==> src/rtl/mux2_arb_pkg.sv <==
// Shared definitions for the two-requester arbitrated mux: state encoding,
// requester IDs, the default hold limit and the arbitration helper.
package mux2_arb_pkg;

  typedef enum logic [1:0] {
    IDLE  = 2'd0,
    GNT_A = 2'd1,
    GNT_B = 2'd2
  } state_e;

  // Requester IDs double as bit positions in req/done/gnt and as the
  // encoding of the last-served register.
  localparam logic ID_A = 1'b0;
  localparam logic ID_B = 1'b1;

  localparam int MAX_HOLD_DEF = 15;

  // Arbitration decision from the current requests and last-served ID.
  // A lone requester wins outright; on a tie the requester that was not
  // served last wins.
  function automatic state_e pick_next(input logic [1:0] req_v, input logic last_v);
    state_e nxt;
    case (req_v)
      2'b01:   nxt = GNT_A;
      2'b10:   nxt = GNT_B;
      2'b11:   nxt = (last_v == ID_B) ? GNT_A : GNT_B;
      default: nxt = IDLE;
    endcase
    return nxt;
  endfunction

endpackage

==> src/rtl/mux2g.sv <==
// Single-bit 2:1 multiplexer: y = sel ? d1 : d0.
module mux2g (
  input  logic d0,
  input  logic d1,
  input  logic sel,
  output logic y
);

  assign y = sel ? d1 : d0;

endmodule

==> src/rtl/mux2_arb.sv <==
// Two-requester arbiter driving a shared W-bit 2:1 mux. Grants are
// round-robin on ties, bounded by MAX_HOLD when the other side waits,
// and hand over directly between requesters without an idle cycle.
module mux2_arb
  import mux2_arb_pkg::*;
#(
  parameter int W        = 8,
  parameter int MAX_HOLD = MAX_HOLD_DEF   // legal range 2..255
) (
  input  logic         clk,
  input  logic         rst_n,
  input  logic [1:0]   req,
  input  logic [1:0]   done,
  input  logic [W-1:0] a,
  input  logic [W-1:0] b,
  output logic [1:0]   gnt,
  output logic         s,
  output logic [W-1:0] z,
  output logic         z_vld,
  output logic [7:0]   hold_cnt
);

  // Last hold_cnt value of a grant: preemption point with a contender,
  // saturation point without one.
  localparam logic [7:0] HOLD_LAST = 8'(MAX_HOLD - 1);

  state_e     state_q, state_d;
  logic       last_q, last_d;
  logic [7:0] hold_q, hold_d;
  logic [1:0] gnt_q, gnt_d;
  logic       s_q, s_d;
  logic       z_vld_q, z_vld_d;

  // Next state, last-served and hold counter. A grant that ends (done,
  // dropped req or preemption) is re-arbitrated in the same edge with the
  // releaser recorded as last-served, so a lone releaser is simply re-granted.
  always_comb begin
    state_d = state_q;
    last_d  = last_q;
    hold_d  = hold_q;
    case (state_q)
      IDLE: begin
        state_d = pick_next(req, last_q);
        hold_d  = 8'd0;
      end
      GNT_A: begin
        if (done[ID_A] || !req[ID_A] || (hold_q == HOLD_LAST && req[ID_B])) begin
          state_d = pick_next(req, ID_A);
          last_d  = ID_A;
          hold_d  = 8'd0;
        end else if (hold_q != HOLD_LAST) begin
          hold_d = hold_q + 8'd1;
        end
      end
      GNT_B: begin
        if (done[ID_B] || !req[ID_B] || (hold_q == HOLD_LAST && req[ID_A])) begin
          state_d = pick_next(req, ID_B);
          last_d  = ID_B;
          hold_d  = 8'd0;
        end else if (hold_q != HOLD_LAST) begin
          hold_d = hold_q + 8'd1;
        end
      end
      default: begin
        state_d = IDLE;
        hold_d  = 8'd0;
      end
    endcase
  end

  // Registered outputs decoded from the next state; select keeps its last
  // value while idle so the shared output does not toggle.
  always_comb begin
    gnt_d   = 2'b00;
    s_d     = s_q;
    z_vld_d = 1'b0;
    case (state_d)
      GNT_A: begin
        gnt_d   = 2'b01;
        s_d     = 1'b0;
        z_vld_d = 1'b1;
      end
      GNT_B: begin
        gnt_d   = 2'b10;
        s_d     = 1'b1;
        z_vld_d = 1'b1;
      end
      default: begin
        gnt_d   = 2'b00;
        z_vld_d = 1'b0;
      end
    endcase
  end

  // State and output registers; reset leaves B as last-served so A wins
  // the first tie.
  always_ff @(posedge clk or negedge rst_n) begin
    if (!rst_n) begin
      state_q <= IDLE;
      last_q  <= ID_B;
      hold_q  <= 8'd0;
      gnt_q   <= 2'b00;
      s_q     <= 1'b0;
      z_vld_q <= 1'b0;
    end else begin
      state_q <= state_d;
      last_q  <= last_d;
      hold_q  <= hold_d;
      gnt_q   <= gnt_d;
      s_q     <= s_d;
      z_vld_q <= z_vld_d;
    end
  end

  assign gnt      = gnt_q;
  assign s        = s_q;
  assign z_vld    = z_vld_q;
  assign hold_cnt = hold_q;

  // Shared data path: one bit-mux per data bit, all steered by s.
  for (genvar gi = 0; gi < W; gi++) begin : g_bit
    mux2g u_mux (
      .d0  (a[gi]),
      .d1  (b[gi]),
      .sel (s_q),
      .y   (z[gi])
    );
  end

endmodule

==> config.mk <==
export PLATFORM = sky130hd
export DESIGN_NAME = mux2_arb
export DESIGN_NICKNAME = d
export VERILOG_FILES = /design/src/rtl/mux2_arb_pkg.sv /design/src/rtl/mux2g.sv /design/src/rtl/mux2_arb.sv
export SDC_FILE = /design/constraint.sdc
export NUM_CORES = 1
export LEC_CHECK = 0
export BUFFER_PORTS_ARGS = -buffer_cell sky130_fd_sc_hd__buf_4
export CELL_PAD_IN_SITES_DETAIL_PLACEMENT = 0
export CELL_PAD_IN_SITES_GLOBAL_PLACEMENT = 2
export CORE_MARGIN = 8
export CORE_UTILIZATION = 29
export CTS_BUF_LIST = sky130_fd_sc_hd__clkbuf_4 sky130_fd_sc_hd__clkbuf_8
export DETAILED_ROUTE_END_ITERATION = 10
export GPL_TIMING_DRIVEN = 0
export PLACE_DENSITY = 0.83
export SLEW_MARGIN = 20
export SYNTH_ARGS = -nofsm -noshare
export SYNTH_HDL_FRONTEND = slang
export SYNTH_SLANG_ARGS = --single-unit
==> constraint.sdc <==
create_clock -name clk -period 2.6 [get_ports clk]
set_clock_uncertainty 0.15 [all_clocks]
set_input_delay 0.39 -clock clk [delete_from_list [all_inputs] [get_ports clk]]
set_output_delay 0.39 -clock clk [all_outputs]
set_load 0.01 [all_outputs]
==> qor.yml, run 1 <==
yosys:
  synth_nets: 141
  synthCells: 111
  yosysSeqAreaShare: 0.356
  avgSynthCellArea_um2: 9.54
  syn_area_um2: 1060
  yosysWarnings: 0
  ys.flop_type: "dfrtp_1"
  async_flop_share: 1.00
  synth-edff-count: 0
  ys_types: 34
  synth_seq_cells: 15
timing:
  worst_slew_pin_slew_ps: 448
  slew_viol_final: 0
  min_period_ps: 2500
  hold_viol: 0
  max_freq_ghz: 0.399
  layout_setup_ws_ps: 96.1
  slew-limit-headroom: 0.701
  setup_violations: 0
  tns_ps: 0
  min_period_over_period: 0.963
die:
  die_x_um: 76.4
  rows: 22
  num_io_pins: 42
  die_area_um2: 5840
  start_util: 0.296
  core_um2: 3580
  die_h_um: 76.4
worst_setup_path:
  critPathMaxFanout: 5
  end_kind: "flop"
  arrival_ps: 2540
  cp-start-kind: "flop"
  worstPathRequired_ps: 2630
  worstSetupPathType: "reg -> reg"
finish:
  fin_cells: 204
  final_nets: 187
  syn2layout_area_growth_pct: 38.7
  diodes: 0
  drive_gt1_frac: 0.449
  finish.utilization: 0.410
placed_design:
  dp.cells: 199
  place_congestion: 0.762
  dp_hpwl_um: 2200
  place_ws_ps: 57.7
  io_buffers: 40
route:
  first_pass_iters: 4
  drt_iter0_markers: 32
  drcViolationCount: 0
  avgViaCountPerCell: 4.70
  wire_per_inst_um: 13.1
  drtAntennaViolNets: 0
  routed_wl_um: 2680
  via_count: 958
cts:
  cts_sinks: 15
  clk_latency_ps: 290
  cts_root_buf: "clkbuf_4"
  cts_tree: "done"
  clock_tree.buffer_depth: 2
  cts.htree.levels: 1
  numCtsBuffers: 3
  post_cts_buffers: 0
  clk_pin_slew_ps: 90
grt:
  grt_use_total: 0.0934
  grt_pass1_wl_um: 4550
  grt_max_degree: 16
  grt_overflow: 0
  grt_pass1_vias: 1063
  antenna_found_initial: 0
run:
  max_cap_violations: 0
outcome:
  outcome: "complete, no violations"
power_and_ir_drop:
  p_leak_nw: 0.719
  power.total_uw: 981
  power-per-cell-area_nw_per_um2: 668
  peakVddDrop_uv: 296
hold_path:
  hold_path.class: "in -> reg"
power breakdown:
group	leakage, nW	total [mW]	internal (mW)	switching [mW]
sequential	0.200	0.332	0.288	0.0433
clock	0.0184	0.145	0.0700	0.0752
combinational	0.501	0.504	0.267	0.237
sequential cells by signal, indices dropped and copies added (netlist names):
name / flops
last_q: 1
hold_cnt: 8
state_q: 2
z_vld: 1
gnt: 2
s: 1
critical path, stage by stage (launching register included):
cell and delay (ps):
dfrtp_1 440, inv_1 100, ha_2 220, and3b_2 240
a21oi_1 80, o21ai_2 210, a22oi_2 110, or2_1 220
ha_1 310, mux2_2 330
logic make-up (layout without fill, tap and decap cells):
group                    after synthesis  after routing  synth area share
AND/OR/NAND/NOR                       31             31             0.158
AO/OA/AOI/OAI                         22             22             0.128
buffers and inverters                 18             63             0.100
flip-flops                            15             15             0.356
multiplexers                          10             10             0.105
adder cells (fa/ha/maj)                8              8            0.0946
XOR/XNOR                               7              7            0.0579
cells in the mapped netlist (2+ instances only):
| cell type | instances | area (µm²) |
|---|---|---|
| a21oi_1 | 9 | 45.0 |
| xor2_1 | 5 | 43.8 |
| nand2b_1 | 2 | 12.5 |
| mux2_2 | 9 | 101 |
| o21ai_0 | 3 | 15.0 |
| o31ai_1 | 2 | 15.0 |
| nand2_1 | 6 | 22.5 |
| xnor2_1 | 2 | 17.5 |
| ha_1 | 8 | 100 |
| buf_4 | 8 | 60.1 |
| nor2_1 | 11 | 41.3 |
| inv_1 | 7 | 26.3 |
| nand3_1 | 2 | 10.0 |
| and3_1 | 2 | 12.5 |
| dfrtp_1 | 14 | 350 |
| o22ai_1 | 2 | 12.5 |
| nand4_1 | 2 | 12.5 |
final timing paths:
kind,start,endpoint,slack (ps),depth (start not counted)
setup / recovery,state_q[1]$_DFF_PN0_,s$_DFFE_PN0P_,100,9
hold / removal,req[1],state_q[1]$_DFF_PN0_,330,3
setup reg to reg,state_q[1]$_DFF_PN0_,s$_DFFE_PN0P_,100,9
hold reg to reg,last_q$_DFFE_PN1P_,last_q$_DFFE_PN1P_,360,2
max in group asynchronous,rst_n,last_q$_DFFE_PN1P_,1730,2
min in group asynchronous,rst_n,gnt[1]$_DFF_PN0_,340,2
per-layer routing:
metal	wire length, µm	global-route usage
met5	0	0
met4	25	0.0404
met3	322	0.0554
met2	1300	0.152
met1	1030	0.0948
what timing repair did:
| item | CTS | global route |
|---|---|---|
| setup endpoints to repair | 0 | 1 |
| hold endpoints to repair | 14 | 0 |
| hold buffers | 1 | 0 |
| resized for setup | 0 | 3 |
area by class of cell:
| cell class | instances | area [µm²] |
|---|---|---|
| fillers | 371 | 2110 |
| multi-input cells | 78 | 584 |
| flip-flops and latches | 15 | 377 |
| repair buffers | 41 | 310 |
| plain buffers | 11 | 80.1 |
| well taps | 48 | 60.1 |
| clock buffers | 4 | 30.0 |
| inverters | 7 | 26.3 |
stage by stage:
step           cell area, µm²  hold slack [ps]
6_report                 1470              329
5_1_grt                  1470              334
4_1_cts                  1460              310
3_5_place_dp             1420              109
3_3_place_gp             1420              111
2_1_floorplan            1060            -55.6
layout by cell type (no fill, tap or decap), types with 2 or more instances in the layout:
cell,count
clkbuf_4,4
o22ai_1,2
a21oi_1,9
o31ai_1,2
o21ai_0,3
mux2_2,9
buf_4,48
nand2_1,6
dfrtp_1,14
inv_1,7
and3_1,2
nand2b_1,2
xnor2_1,2
nand4_1,2
ha_1,7
xor2_1,5
nor2_1,11
nand3_1,2
No activity file was read; power rests on OpenSTA's default activity.
==> inputs of run 2 (changes only) <==
- REMOVE_ABC_BUFFERS: default -> 1
==> run 2 against run 1 <==
Effect of this change: combinational power shrank 12%; largest power group unchanged; first-iteration DRC count fell by 44%; critical path depth unchanged; core utilization is 2.1 points lower; non-clock buffer count is 10 lower; sequential power up 4%; sequential cell count is the same; cell area fell by 5.1%.
==> qor.yml, run 2 (synthesis gave the netlist of run 1 again) <==
worst_setup_path:
  reg2reg_to: "s$_DFFE_PN0P_"
  reg2reg_slack_ps: 140  # +40 ps
  worstPathRequired_ps: 2620  # about the same
  arrival_ps: 2480  # -60 ps
  end_kind: "flop"
  r2r_start: "state_q[1]$_DFF_PN0_"
  worstSetupPathType: "reg -> reg"
  rr_worst_depth: 9  # unchanged
  critPathMaxFanout: 5  # unchanged
  cp-start-kind: "flop"
finish:
  fin_cells: 194  # -4.9%
  finish.utilization: 0.389  # -0.0210
  drive_gt1_frac: 0.418  # -0.0309
  final_common_cell: "buf_4"
  n_fill_cell: 385  # +3.8%
  final_nets: 177  # -5.3%
  seq_area_um2: 377  # unchanged
  largest_register_ffs: 8  # unchanged
  diodes: 0  # unchanged
  multi_input_area_um2: 584  # unchanged
  syn2layout_area_growth_pct: 31.6
  layout_common_cells: "buf_4 (41), dfrtp_1 (14), nor2_1 (11), a21oi_1 (9), mux2_2 (9)"
route:
  via_count: 896  # -6.5%
  drcViolationCount: 0  # unchanged
  first_pass_iters: 4  # unchanged
  routed_wl_um: 2570  # -4.2%
  avgViaCountPerCell: 4.62  # -1.7%
  wire_per_inst_um: 13.2  # +0.76%
  drt_iter0_markers: 18  # -44%
  drtAntennaViolNets: 0  # unchanged
cts:
  cts.htree.levels: 1  # unchanged
  numCtsBuffers: 3  # unchanged
  cts_tree: "done"
  post_cts_buffers: 0  # unchanged
  clock_tree.buffer_depth: 2  # unchanged
  cts_sinks: 15  # unchanged
  clk_pin_slew_ps: 80  # about the same
  cts_root_buf: "clkbuf_4"
  clk_latency_ps: 290  # about the same
timing:
  slew-limit-headroom: 0.757  # +0.0557
  hold_viol: 0  # unchanged
  min_period_over_period: 0.946  # -0.0168
  layout_setup_ws_ps: 140  # +43.8 ps
  worst_slew_pin_slew_ps: 365  # -83.5 ps
  setup_violations: 0  # unchanged
  max_freq_ghz: 0.406  # +1.8%
  min_period_ps: 2460  # -43.8 ps
  slew_viol_final: 0  # unchanged
  rsz0062_at_grt: "false"
  tns_ps: 0  # unchanged
hold_path:
  hold_path.class: "in -> reg"
  min_from: "req[1]"
  min_to: "state_q[1]$_DFF_PN0_"
  hold_path_depth: 3  # unchanged
placed_design:
  place_congestion: 0.796  # +4.4%
  dp_hpwl_um: 2170  # -1.4%
  dp.cells: 189  # -5.0%
  io_buffers: 41  # +2.5%
  place_ws_ps: 72.5  # +14.8 ps
grt:
  grt_use_met2: 0.147  # -0.00514
  grt_pass1_vias: 953  # -10%
  use_met3: 0.0566  # +0.00118
  grt_max_degree: 16  # unchanged
  grt-busiest-layer: "met2"
  grt_overflow: 0  # unchanged
  use_met1: 0.0983  # +0.00350
  antenna_found_initial: 0  # unchanged
  grt_use_total: 0.0920  # -0.00144
  grt_pass1_wl_um: 4400  # -3.5%
power_and_ir_drop:
  peakVddDrop_uv: 281  # -5.1%
  power.total_uw: 919  # -6.3%
  p_leak_nw: 0.673  # -6.3%
  power-per-cell-area_nw_per_um2: 660  # -1.3%
die:
  num_io_pins: 42  # unchanged
  die_area_um2: 5840  # unchanged
  die_x_um: 76.4  # unchanged
  core_um2: 3580  # unchanged
  rows: 22  # unchanged
  die_h_um: 76.4  # unchanged
  start_util: 0.296  # unchanged
outcome:
  outcome: "complete, no violations"
run:
  max_cap_violations: 0  # unchanged
==> run 2: worst max-delay path, cell delays in order (launching register included) <==
cell,delay [ps]
dfrtp_1,440
inv_1,110
ha_2,220
and3b_2,230
a21oi_1,70
o21ai_2,180
a22oi_2,100
or2_1,220
ha_1,300
mux2_2,330
==> run 2: repair_timing <==
action                     CTS  global route
hold endpoints to repair    14             0
resized for setup            0             3
hold buffers                 1             0
setup endpoints to repair    0             1
==> run 2: how the worst max path moves through the flow <==
stage,endpoint,start,slack [ps]
floorplan,s$_DFFE_PN0P_,state_q[1]$_DFF_PN0_,300
global placement,s$_DFFE_PN0P_,state_q[1]$_DFF_PN0_,100
detailed placement,s$_DFFE_PN0P_,state_q[1]$_DFF_PN0_,70
CTS,s$_DFFE_PN0P_,state_q[1]$_DFF_PN0_,60
global route,s$_DFFE_PN0P_,state_q[1]$_DFF_PN0_,10
finish,s$_DFFE_PN0P_,state_q[1]$_DFF_PN0_,140
==> run 2: power breakdown <==
part	switching (mW)	internal, mW
combinational	0.208	0.235
sequential	0.0570	0.288
clock	0.0736	0.0572
total	0.338	0.580
==> run 2: cell type report <==
| type | instances | share of cell area |
|---|---|---|
| clock buffers | 3 | 0.0162 |
| clock inverters | 1 | 0.00359 |
| inverters | 7 | 0.0189 |
| multi-input cells | 78 | 0.420 |
| flip-flops and latches | 15 | 0.270 |
| well taps | 48 | 0.0431 |
| repair buffers | 42 | 0.228 |
==> run 2: stage by stage <==
step	hold slack (ps)	area [µm²]
after floorplan	-55.6	978
after global placement	104	1350
after detailed placement	105	1350
after CTS	302	1380
after global routing	324	1390
final	312	1390
==> run 2: routing by layer <==
metal / up-vias / share of wire
met5: - / 0
met4: 0 / 0.0097
met3: 4 / 0.12
met2: 47 / 0.46
met1: 406 / 0.40
li1: 439 / -
==> inputs of run 3 (changes only) <==
- PLACE_DENSITY: 0.83 -> 0.81
- SLEW_MARGIN: 20 -> default
==> run 3 against run 2 <==
Effect of this change: power grew 1.9%; sequential share of layout area is essentially flat; maximum frequency shrank 0.54%; clock power grew 11%; non-clock buffer count is the same; sequential cell count is the same; global-route usage shrank 0.051 points; register-to-register slack is essentially flat; sequential power is essentially flat; first-iteration DRC count is the same; critical path depth is the same.
==> qor.yml, run 3 (synthesis gave the netlist of run 1 again) <==
outcome:
  outcome: "complete, no violations"
die:
  die_area_um2: 5840  # unchanged
  core_um2: 3580  # unchanged
  die_h_um: 76.4  # unchanged
  num_io_pins: 42  # unchanged
  rows: 22  # unchanged
  die_x_um: 76.4  # unchanged
  start_util: 0.296  # unchanged
cts:
  clock_tree.buffer_depth: 2  # unchanged
  post_cts_buffers: 0  # unchanged
  clk_latency_ps: 280  # about the same
  cts_root_buf: "clkbuf_4"
  cts_sinks: 15  # unchanged
  numCtsBuffers: 3  # unchanged
  cts.htree.levels: 1  # unchanged
  clk_pin_slew_ps: 90  # about the same
  cts_tree: "done"
worst_setup_path:
  critPathMaxFanout: 5  # unchanged
  worstSetupEndpoint: "s$_DFFE_PN0P_"
  critPathSlowestCell: "dfrtp_2"
  slowest_delay_ps: 450  # about the same
  cp-start-kind: "flop"
  reg2reg_to: "s$_DFFE_PN0P_"
  crit_start: "state_q[1]$_DFF_PN0_"
  path_cells: "inv_1 > ha_2 > and3b_2 > a21oi_1 > o21ai_2 > a22oi_2 > or2_1 > ha_1 > mux2_2"
  arrival_ps: 2500  # +20 ps
  worstPathRequired_ps: 2630  # about the same
  end_kind: "flop"
  r2r_start: "state_q[1]$_DFF_PN0_"
  rr_worst_depth: 9  # unchanged
  reg2reg_slack_ps: 130  # about the same
  worstSetupPathType: "reg -> reg"
timing:
  setup_violations: 0  # unchanged
  worst_slew_pin_slew_ps: 348  # -16.7 ps
  min_period_over_period: 0.951  # +0.00509
  max_freq_ghz: 0.404  # -0.54%
  hold_viol: 0  # unchanged
  slew_viol_final: 0  # unchanged
  slew-limit-headroom: 0.768  # +0.0111
  rsz0062_at_grt: "false"
  tns_ps: 0  # unchanged
  min_period_ps: 2470  # +13.2 ps
power_and_ir_drop:
  power.share.sequential: 0.369  # -0.007
  peakVddDrop_uv: 272  # -3.3%
  total_switching_power_uw: 342  # +1.1%
  power.total_uw: 936  # +1.9%
  power-per-cell-area_nw_per_um2: 670  # +1.6%
  p_clk_frac: 0.156  # +0.014
  power_frac_comb: 0.475  # -0.007
  p_int_uw: 594  # +2.4%
  p_leak_nw: 0.672  # about the same
  sw_frac_of_total: 0.366  # -0.00291
finish:
  final_nets: 177  # unchanged
  drive_gt1_frac: 0.425  # +0.00685
  syn2layout_area_growth_pct: 31.9
  n_fill_cell: 386  # +0.26%
  layout_common_cells: "buf_4 (41), dfrtp_1 (13), nor2_1 (11), a21oi_1 (9), mux2_2 (9)"
  final_common_cell: "buf_4"
  diodes: 0  # unchanged
  largest_register_ffs: 8  # unchanged
placed_design:
  dp_hpwl_um: 2180  # +0.78%
  place_congestion: 0.812  # +1.9%
  io_buffers: 41  # unchanged
grt:
  use_met1: 0.0955  # -0.00282
  antenna_found_initial: 0  # unchanged
  grt_overflow: 0  # unchanged
  grt_use_total: 0.0915  # -0.000510
  grt_max_degree: 16  # unchanged
  grt-busiest-layer: "met2"
  use_met3: 0.0519  # -0.00472
  grt_pass1_vias: 943  # -1.0%
  grt_pass1_wl_um: 4380  # -0.32%
  grt_use_met2: 0.149  # +0.00257
route:
  drt_iter0_markers: 18  # unchanged
  drcViolationCount: 0  # unchanged
  via_count: 882  # -1.6%
  drtAntennaViolNets: 0  # unchanged
  routed_wl_um: 2600  # +1.5%
  wire_per_inst_um: 13.4  # +1.5%
  avgViaCountPerCell: 4.55  # -1.6%
  first_pass_iters: 4  # unchanged
run:
  max_cap_violations: 0  # unchanged
hold_path:
  hold_path.class: "in -> reg"
[run 3: cell types whose count changed in the layout (fill, tap and decap cells not counted)]
cell / before / now
dfrtp_2: 0 / 1
clkbuf_4: 3 / 4
clkinv_2: 1 / 0
dfrtp_1: 14 / 13
[run 3: how the worst min path moves through the flow]
stage | start | to | slack, ps | cells after the start
global placement | rst_n | hold_cnt[3]$_DFF_PN0_ | 110 | 1
floorplan | rst_n | gnt[0]$_DFF_PN0_ | -60 | 0
global route | req[1] | state_q[1]$_DFF_PN0_ | 310 | 3
detailed placement | rst_n | gnt[0]$_DFF_PN0_ | 120 | 1
CTS | req[1] | state_q[1]$_DFF_PN0_ | 300 | 3
finish | req[1] | state_q[1]$_DFF_PN0_ | 310 | 3
[run 3: per-layer routing]
layer  wire, µm  share of wire  vias up
met4         14         0.0054        0
met2       1220           0.47       34
met5          0              0        -
met1       1110           0.43      407
met3        263           0.10        2
li1           -              -      439
[run 3: power by group through the flow]
stage	Sequential, mW	Clock, mW	Combinational (mW)
after floorplan	0.348	0	0.266
after global placement	0.349	0	0.445
after detailed placement	0.349	0	0.451
after CTS	0.345	0.155	0.452
after global routing	0.355	0.163	0.495
final	0.345	0.146	0.445
[run 3: cell type report]
| cell class | instances | area (µm²) | share of cell area |
|---|---|---|---|
| timing repair buffer | 42 | 318 | 0.228 |
| inverter | 7 | 26.3 | 0.0188 |
| sequential | 15 | 378 | 0.271 |
| multi-input combinational | 78 | 584 | 0.418 |
| clock buffer | 4 | 30.0 | 0.0215 |
| tap | 48 | 60.1 | 0.0430 |
[run 3: worst max-delay path: cells and delay by family, from the launching register on]
kind            cells  cell delay [ps]
compound gates      3              360
fa+ha+maj           2              530
buf+inv             1               90
flops               1              450
mux                 1              330
simple gates        2              450
[run 3: timing repair]
action,4_1_cts,5_1_grt
setup endpoints to repair,0,1
endpoints found under the hold margin,14,0
hold buffers,1,0
resized for setup,0,4
[run 3: through the flow]
step | setup slack (ps) | area, µm² | cells | hold WS (ps) | utilization
after floorplan | 304 | 978 | 100 | -55.6 | -
after global placement | 80.2 | 1350 | 189 | 106 | 0.376
after detailed placement | 52.7 | 1350 | 189 | 117 | 0.376
after CTS | 43.1 | 1390 | 194 | 299 | 0.387
after global routing | 9.54 | 1400 | 194 | 307 | 0.390
final | 127 | 1400 | 194 | 307 | 0.390
